===== src/rtl/iter_shifter.sv =====
// rtl/iter_shifter.sv - iterative one-bit-per-cycle barrel shifter (pass/LSL/LSR/ASR)
// Define ITER_SHIFTER_ROR_EN to turn op 00 with nonzero amt into rotate-right.
module iter_shifter #(
  parameter int AW = 4
) (
  input  logic                clk,
  input  logic                reset,
  input  logic                start,
  input  logic [(2**AW)-1:0]  in,
  input  logic [1:0]          shift,
  input  logic [AW-1:0]       amt,
  output logic                busy,
  output logic                done,
  output logic [(2**AW)-1:0]  sout
);

  localparam int W = 2**AW;

  typedef enum logic [1:0] {IDLE, SHIFT, DONE} state_t;

  state_t          state, state_nxt;
  logic [W-1:0]    work;
  logic [W-1:0]    stepped;
  logic [W-1:0]    sout_r;
  logic [AW-1:0]   count;
  logic [1:0]      op;
  logic            accept;
  logic            zero_dist;
  logic            last_step;

  assign accept    = start && (state != SHIFT);
  assign last_step = (count == AW'(1));

`ifdef ITER_SHIFTER_ROR_EN
  assign zero_dist = (amt == '0);
`else
  // Pass with a nonzero distance is a no-op, so it completes immediately.
  assign zero_dist = (amt == '0) || (shift == 2'b00);
`endif

  always_comb begin
    stepped = work;
    case (op)
      2'b01:   stepped = {work[W-2:0], 1'b0};
      2'b10:   stepped = {1'b0, work[W-1:1]};
      2'b11:   stepped = {work[W-1], work[W-1:1]};
`ifdef ITER_SHIFTER_ROR_EN
      default: stepped = {work[0], work[W-1:1]};
`else
      default: stepped = work;
`endif
    endcase
  end

  always_ff @(posedge clk) begin
    if (reset) begin
      state <= IDLE;
    end else begin
      state <= state_nxt;
    end
  end

  always_comb begin
    state_nxt = state;
    case (state)
      IDLE, DONE: begin
        if (start) begin
          state_nxt = zero_dist ? DONE : SHIFT;
        end else begin
          state_nxt = IDLE;
        end
      end
      SHIFT: begin
        state_nxt = last_step ? DONE : SHIFT;
      end
      default: state_nxt = IDLE;
    endcase
  end

  always_comb begin
    busy = (state == SHIFT);
    done = (state == DONE);
  end

  // sout is written only on entry to DONE so partial results stay hidden.
  always_ff @(posedge clk) begin
    if (reset) begin
      work   <= '0;
      count  <= '0;
      op     <= 2'b00;
      sout_r <= '0;
    end else if (accept) begin
      work  <= in;
      count <= amt;
      op    <= shift;
      if (zero_dist) begin
        sout_r <= in;
      end
    end else if (state == SHIFT) begin
      work  <= stepped;
      count <= count - AW'(1);
      if (last_step) begin
        sout_r <= stepped;
      end
    end
  end

  assign sout = sout_r;

endmodule


===== config.mk =====
export PLATFORM = sky130hd
export DESIGN_NAME = iter_shifter
export DESIGN_NICKNAME = d
export VERILOG_FILES = /design/src/rtl/iter_shifter.sv
export SDC_FILE = /design/constraint.sdc
export NUM_CORES = 1
export LEC_CHECK = 0
export ABC_AREA = 1
export CAP_MARGIN = 20
export CORE_ASPECT_RATIO = 0.8
export CORE_MARGIN = 1.5
export CORE_UTILIZATION = 48
export DETAILED_ROUTE_END_ITERATION = 6
export GPL_ROUTABILITY_DRIVEN = 0
export PLACE_DENSITY = 0.75
export SLEW_MARGIN = 10
export SYNTH_ARGS = -nofsm -noshare
export SYNTH_HDL_FRONTEND = slang
export SYNTH_SLANG_ARGS = --single-unit

===== constraint.sdc =====
create_clock -name clk -period 2.95 [get_ports clk]
set_input_delay 0.7375 -clock clk [delete_from_list [all_inputs] [get_ports clk]]
set_output_delay 0.7375 -clock clk [all_outputs]
set_load 0.01 [all_outputs]

* Word-level counts from Yosys, hierarchy flattened
Cells that the tools add are included.
W data, S select, Z words.
** Storage, ports and cells
- Flip-flop bits (word level) :: 40
- Bits of input ports :: 25
- Word-level logic and storage cells :: 36
** Cells by class
- $add $sub $neg :: 1
- Equal/unequal tests :: 8
- Multiplexer cells :: 13
- Reductions and logical operators :: 9
** Operator list (number)
- $mux W16 :: 6
- $pmux W16 S3 :: 1
- $mux W4 :: 2
- $eq A2 B2 Y1 const B :: 3
- $mux W2 :: 3
- $eq A2 B1 Y1 const B :: 2
- $eq A4 B1 Y1 const B :: 1
- $logic_not A2 Y1 :: 2
- $logic_not A4 Y1 :: 1
- $ne A2 B1 Y1 const B :: 2
- $pmux W2 S2 :: 1
- $reduce_bool A2 Y1 :: 2
- $sub A4 B1 Y4 const B :: 1
- $reduce_and A3 Y1 :: 1
- $reduce_or A2 Y1 :: 1
- $logic_and A1 B1 Y1 :: 1
- $logic_or A1 B1 Y1 :: 1

* Logic depth before layout (Yosys ltp)
- Depth after elaboration :: 5
- Depth in mapped cells :: 10
- Mapped depth without buffers :: 9

* Worst setup path before layout
No wires, ideal clock.
- Path kind :: input port to flip-flop
- From :: input shift[1]
- To :: register sout_r[14] (netlist: sout[14])
- Library setup time :: 0.113 ns
- Data arrival time :: 1.572 ns
- Setup slack :: 1.266 ns
- Cell stages on the path :: 8
- Buffers on the path :: 1
- Cell sequence :: or2_1 -> nand2_1 -> nand2_8 -> nand2_8 -> buf_6 -> nand2_1 -> nand2_1 -> nor2_1
** Between the ends
- Cells in the longest elaborated chain, start to end :: 4
** RTL lines
- start: declaration :: line 10 : input logic [1:0] shift,
- $logic_not A2 Y1 :: line 38 : assign zero_dist = (amt == '0) || (shift == 2'b00);
- $logic_or A1 B1 Y1 :: line 38
- $ne A2 B1 Y1 (no line)
- $reduce_and A3 Y1 (no line)
- end signal: assignment :: line 97 : sout_r <= in;
- end signal: assignment :: line 103 : sout_r <= stepped;
- end: declaration :: line 24 : logic [W-1:0] sout_r;
Every way passes these cells.
A chain may end at the register's enable or synchronous reset.

* Worst setup path after layout
- From :: register state[0]
- To :: output busy
** Between the ends
- Cells in the longest elaborated chain, start to end :: 1
** RTL lines
- start: declaration :: line 21 : state_t state, state_nxt;
- start signal: assignment :: line 59 : state <= state_nxt;
- $eq A2 B1 Y1 :: line 81 : busy = (state == SHIFT);
- end: declaration :: line 12 : output logic busy,
Every way passes these cells.

==> impl_metrics.ini <==
[die]
initial_core_util = 0.510
ios = 43
die_height_um = 63.2
die_w_um = 78.2
dieArea_um2 = 4940
core.rowCount = 21
core_um2 = 4260

[clocking]
numCtsBuffers = 5
postCtsHoldBufs = 0
clk_latency_ns = 0.30
cts_tree = built
cts_max_level = 2
cts_resized = 0
cts_buffer_depth = 2
cts.sinks = 40
root_buffer = clkbuf_8
path_clk_slew_ns = 0.07
post_cts_buffers = 0

[sta]
rsz0062_at_grt = false
finClkSkew_ns = 0.00495
final-max-slew-violation-count = 0
hold_slack_ns = 0.487
max_slew.worst_pin.slew_ns = 0.699
relSlewSlack = 0.533
setup_viol = 0
tns_ns = 0
period_share = 0.753
min_period_ns = 2.22
max_freq_ghz = 0.450
finalHoldViolations = 0
fin_ws_ns = 0.730

[synth]
syn_area_per_cell_um2 = 6.50
syn_inst = 334
synth_edf_count = 0
ys_seq_elements = 40
synth_area_um2 = 2170
syn-num-nets = 361
synth_area_leaders = dfxtp_1 37%, nand2_1 21%, nor2_1 6.9%
async_flop_share = 0
yosysWarnings = 0
synth_top_flop_cell = dfxtp_1
synth_top_area_cell = dfxtp_1
synth_top_area_frac = 0.369
yosysSeqAreaShare = 0.369
synth_cell_type_count = 31

[critical_path]
cp.arrival_ns = 1.48
critical_path_class = register to output pin
crit_path_end_kind = output pin
required_ns = 2.21
cp_max_fo = 4
start_kind = register

[power]
pwr-share-seq = 0.469
ir_drop_mv = 0.370
pwr-share-clk = 0.273
p_int_mw = 0.946
combPwrFrac = 0.259
switchingPower_mw = 0.433
p_sw_frac = 0.314
power.total_mw = 1.38
p_leak_nw = 1.23
powerDensity_nw_per_um2 = 510

[route]
drt_iter0_markers = 93
wl_per_cell_um = 11.7
drc = 0
postRouteAntennaNets = 0
drt_wl_total_um = 5000
vias_per_cell = 5.03
firstDrtPassIters = 5
via_count = 2156

[global_routing]
grt_start_max_net_pins = 26
grt_pass1_vias = 1989
grt_pass1_wl_um = 8470
overflow = 0
antenna_found_initial = 0
track_usage = 0.214

[cells_and_area]
instances_no_fill = 429
diodes = 0
post-route-util = 0.636
drive_above_1_share = 0.0591
nets = 398
area_growth_pct = 24.7
design_area_um2 = 2710

[placed_design]
dp_cells = 421
portBuffers = 42
dp_slack_ns = 0.547
dp_hpwl_um = 3520
dpl_cell_area_um2 = 2620

[job]
max_cap_violations = 0

[status]
status = complete, no violations

[hold_path]
hp-class = register to register
[cell usage in the layout (no fill, tap or decap), drive strengths merged]
master         netlist  final
o21a                 1      1
nand3               22     22
a21oi               13     13
clkdlybuf4s50        0     42
a31oi                6      6
clkbuf               4      8
o21ai               26     26
o221ai               1      1
nor3                 1      1
inv                 24     24
buf                 11      3
nor2                42     42
dfxtp               40     40
nand3b               8      8
o211ai               2      2
xnor2                1      1
or2                  2      2
o21bai               1      1
ha                   2      2
nand2              127    127
[critical path: stages (launching register included)]
cell,delay (ns)
dfxtp_1,0.40
inv_2,0.07
nor2_4,0.14
clkdlybuf4s50_1,0.57
[power by group through the flow]
stage	logic [mW]	registers [mW]	clock network [mW]
floorplan	0.242	0.648	0
detailed placement	0.357	0.658	0
finish	0.357	0.647	0.376
global route	0.402	0.655	0.408
CTS	0.358	0.646	0.382
global placement	0.350	0.657	0
[worst paths after layout]
kind | startpoint | to | slack, ns | cells after the start
max | state[0] | busy | 0.73 | 3
min | sout[4] | sout[4] | 0.49 | 2
max reg2reg | op[1] | sout[14] | 1.29 | 7
min reg2reg | sout[4] | sout[4] | 0.49 | 2
[area by class of cell]
type                            count  area, um^2
Clock buffer                        8        90.1
Fill cell                         405        1550
Inverter                           24        92.6
Multi-Input combinational cell    255        1200
Sequential cell                    40         801
Tap cell                           57        71.3
Timing Repair Buffer               45         455
[flip-flops by register name, summed over array words and instances (netlist names)]
| signal | cells |
|---|---|
| sout | 16 |
| count | 4 |
| work | 16 |
| op | 2 |
| state | 2 |
[synth_stat cells, types with 2 or more instances]
| cell type | instances |
|---|---|
| ha_1 | 2 |
| clkbuf_1 | 4 |
| o21ai_1 | 14 |
| a21oi_1 | 13 |
| buf_2 | 7 |
| nor2_1 | 40 |
| o21ai_0 | 12 |
| nand2_1 | 123 |
| buf_4 | 2 |
| inv_2 | 5 |
| a31oi_1 | 6 |
| dfxtp_1 | 40 |
| nand2_8 | 2 |
| nand3b_1 | 8 |
| o211ai_1 | 2 |
| inv_1 | 18 |
| nor2_4 | 2 |
| nand3_1 | 21 |
[metal layers]
metal | part of all wire | vias up | routed length [um] | global-route usage
met1 | 0.49 | 962 | 2470 | 0.281
met4 | 0.014 | 0 | 68 | 0.0871
met5 | 0 | - | 0 | 0
li1 | - | 1142 | - | -
met2 | 0.44 | 45 | 2220 | 0.339
met3 | 0.049 | 7 | 247 | 0.0478
[cells by family after synthesis]
| group | count (synthesis) | share of synthesized area |
|---|---|---|
| adders and majority gates | 2 | 0.0115 |
| AOI/OAI and AO/OA | 50 | 0.125 |
| buffers and inverters | 39 | 0.0795 |
| xor gates and xnor gates | 1 | 0.00404 |
| and+or+nand+nor | 202 | 0.411 |
| DFF | 40 | 0.369 |
Note: power is estimated with default switching activity, not from simulation.
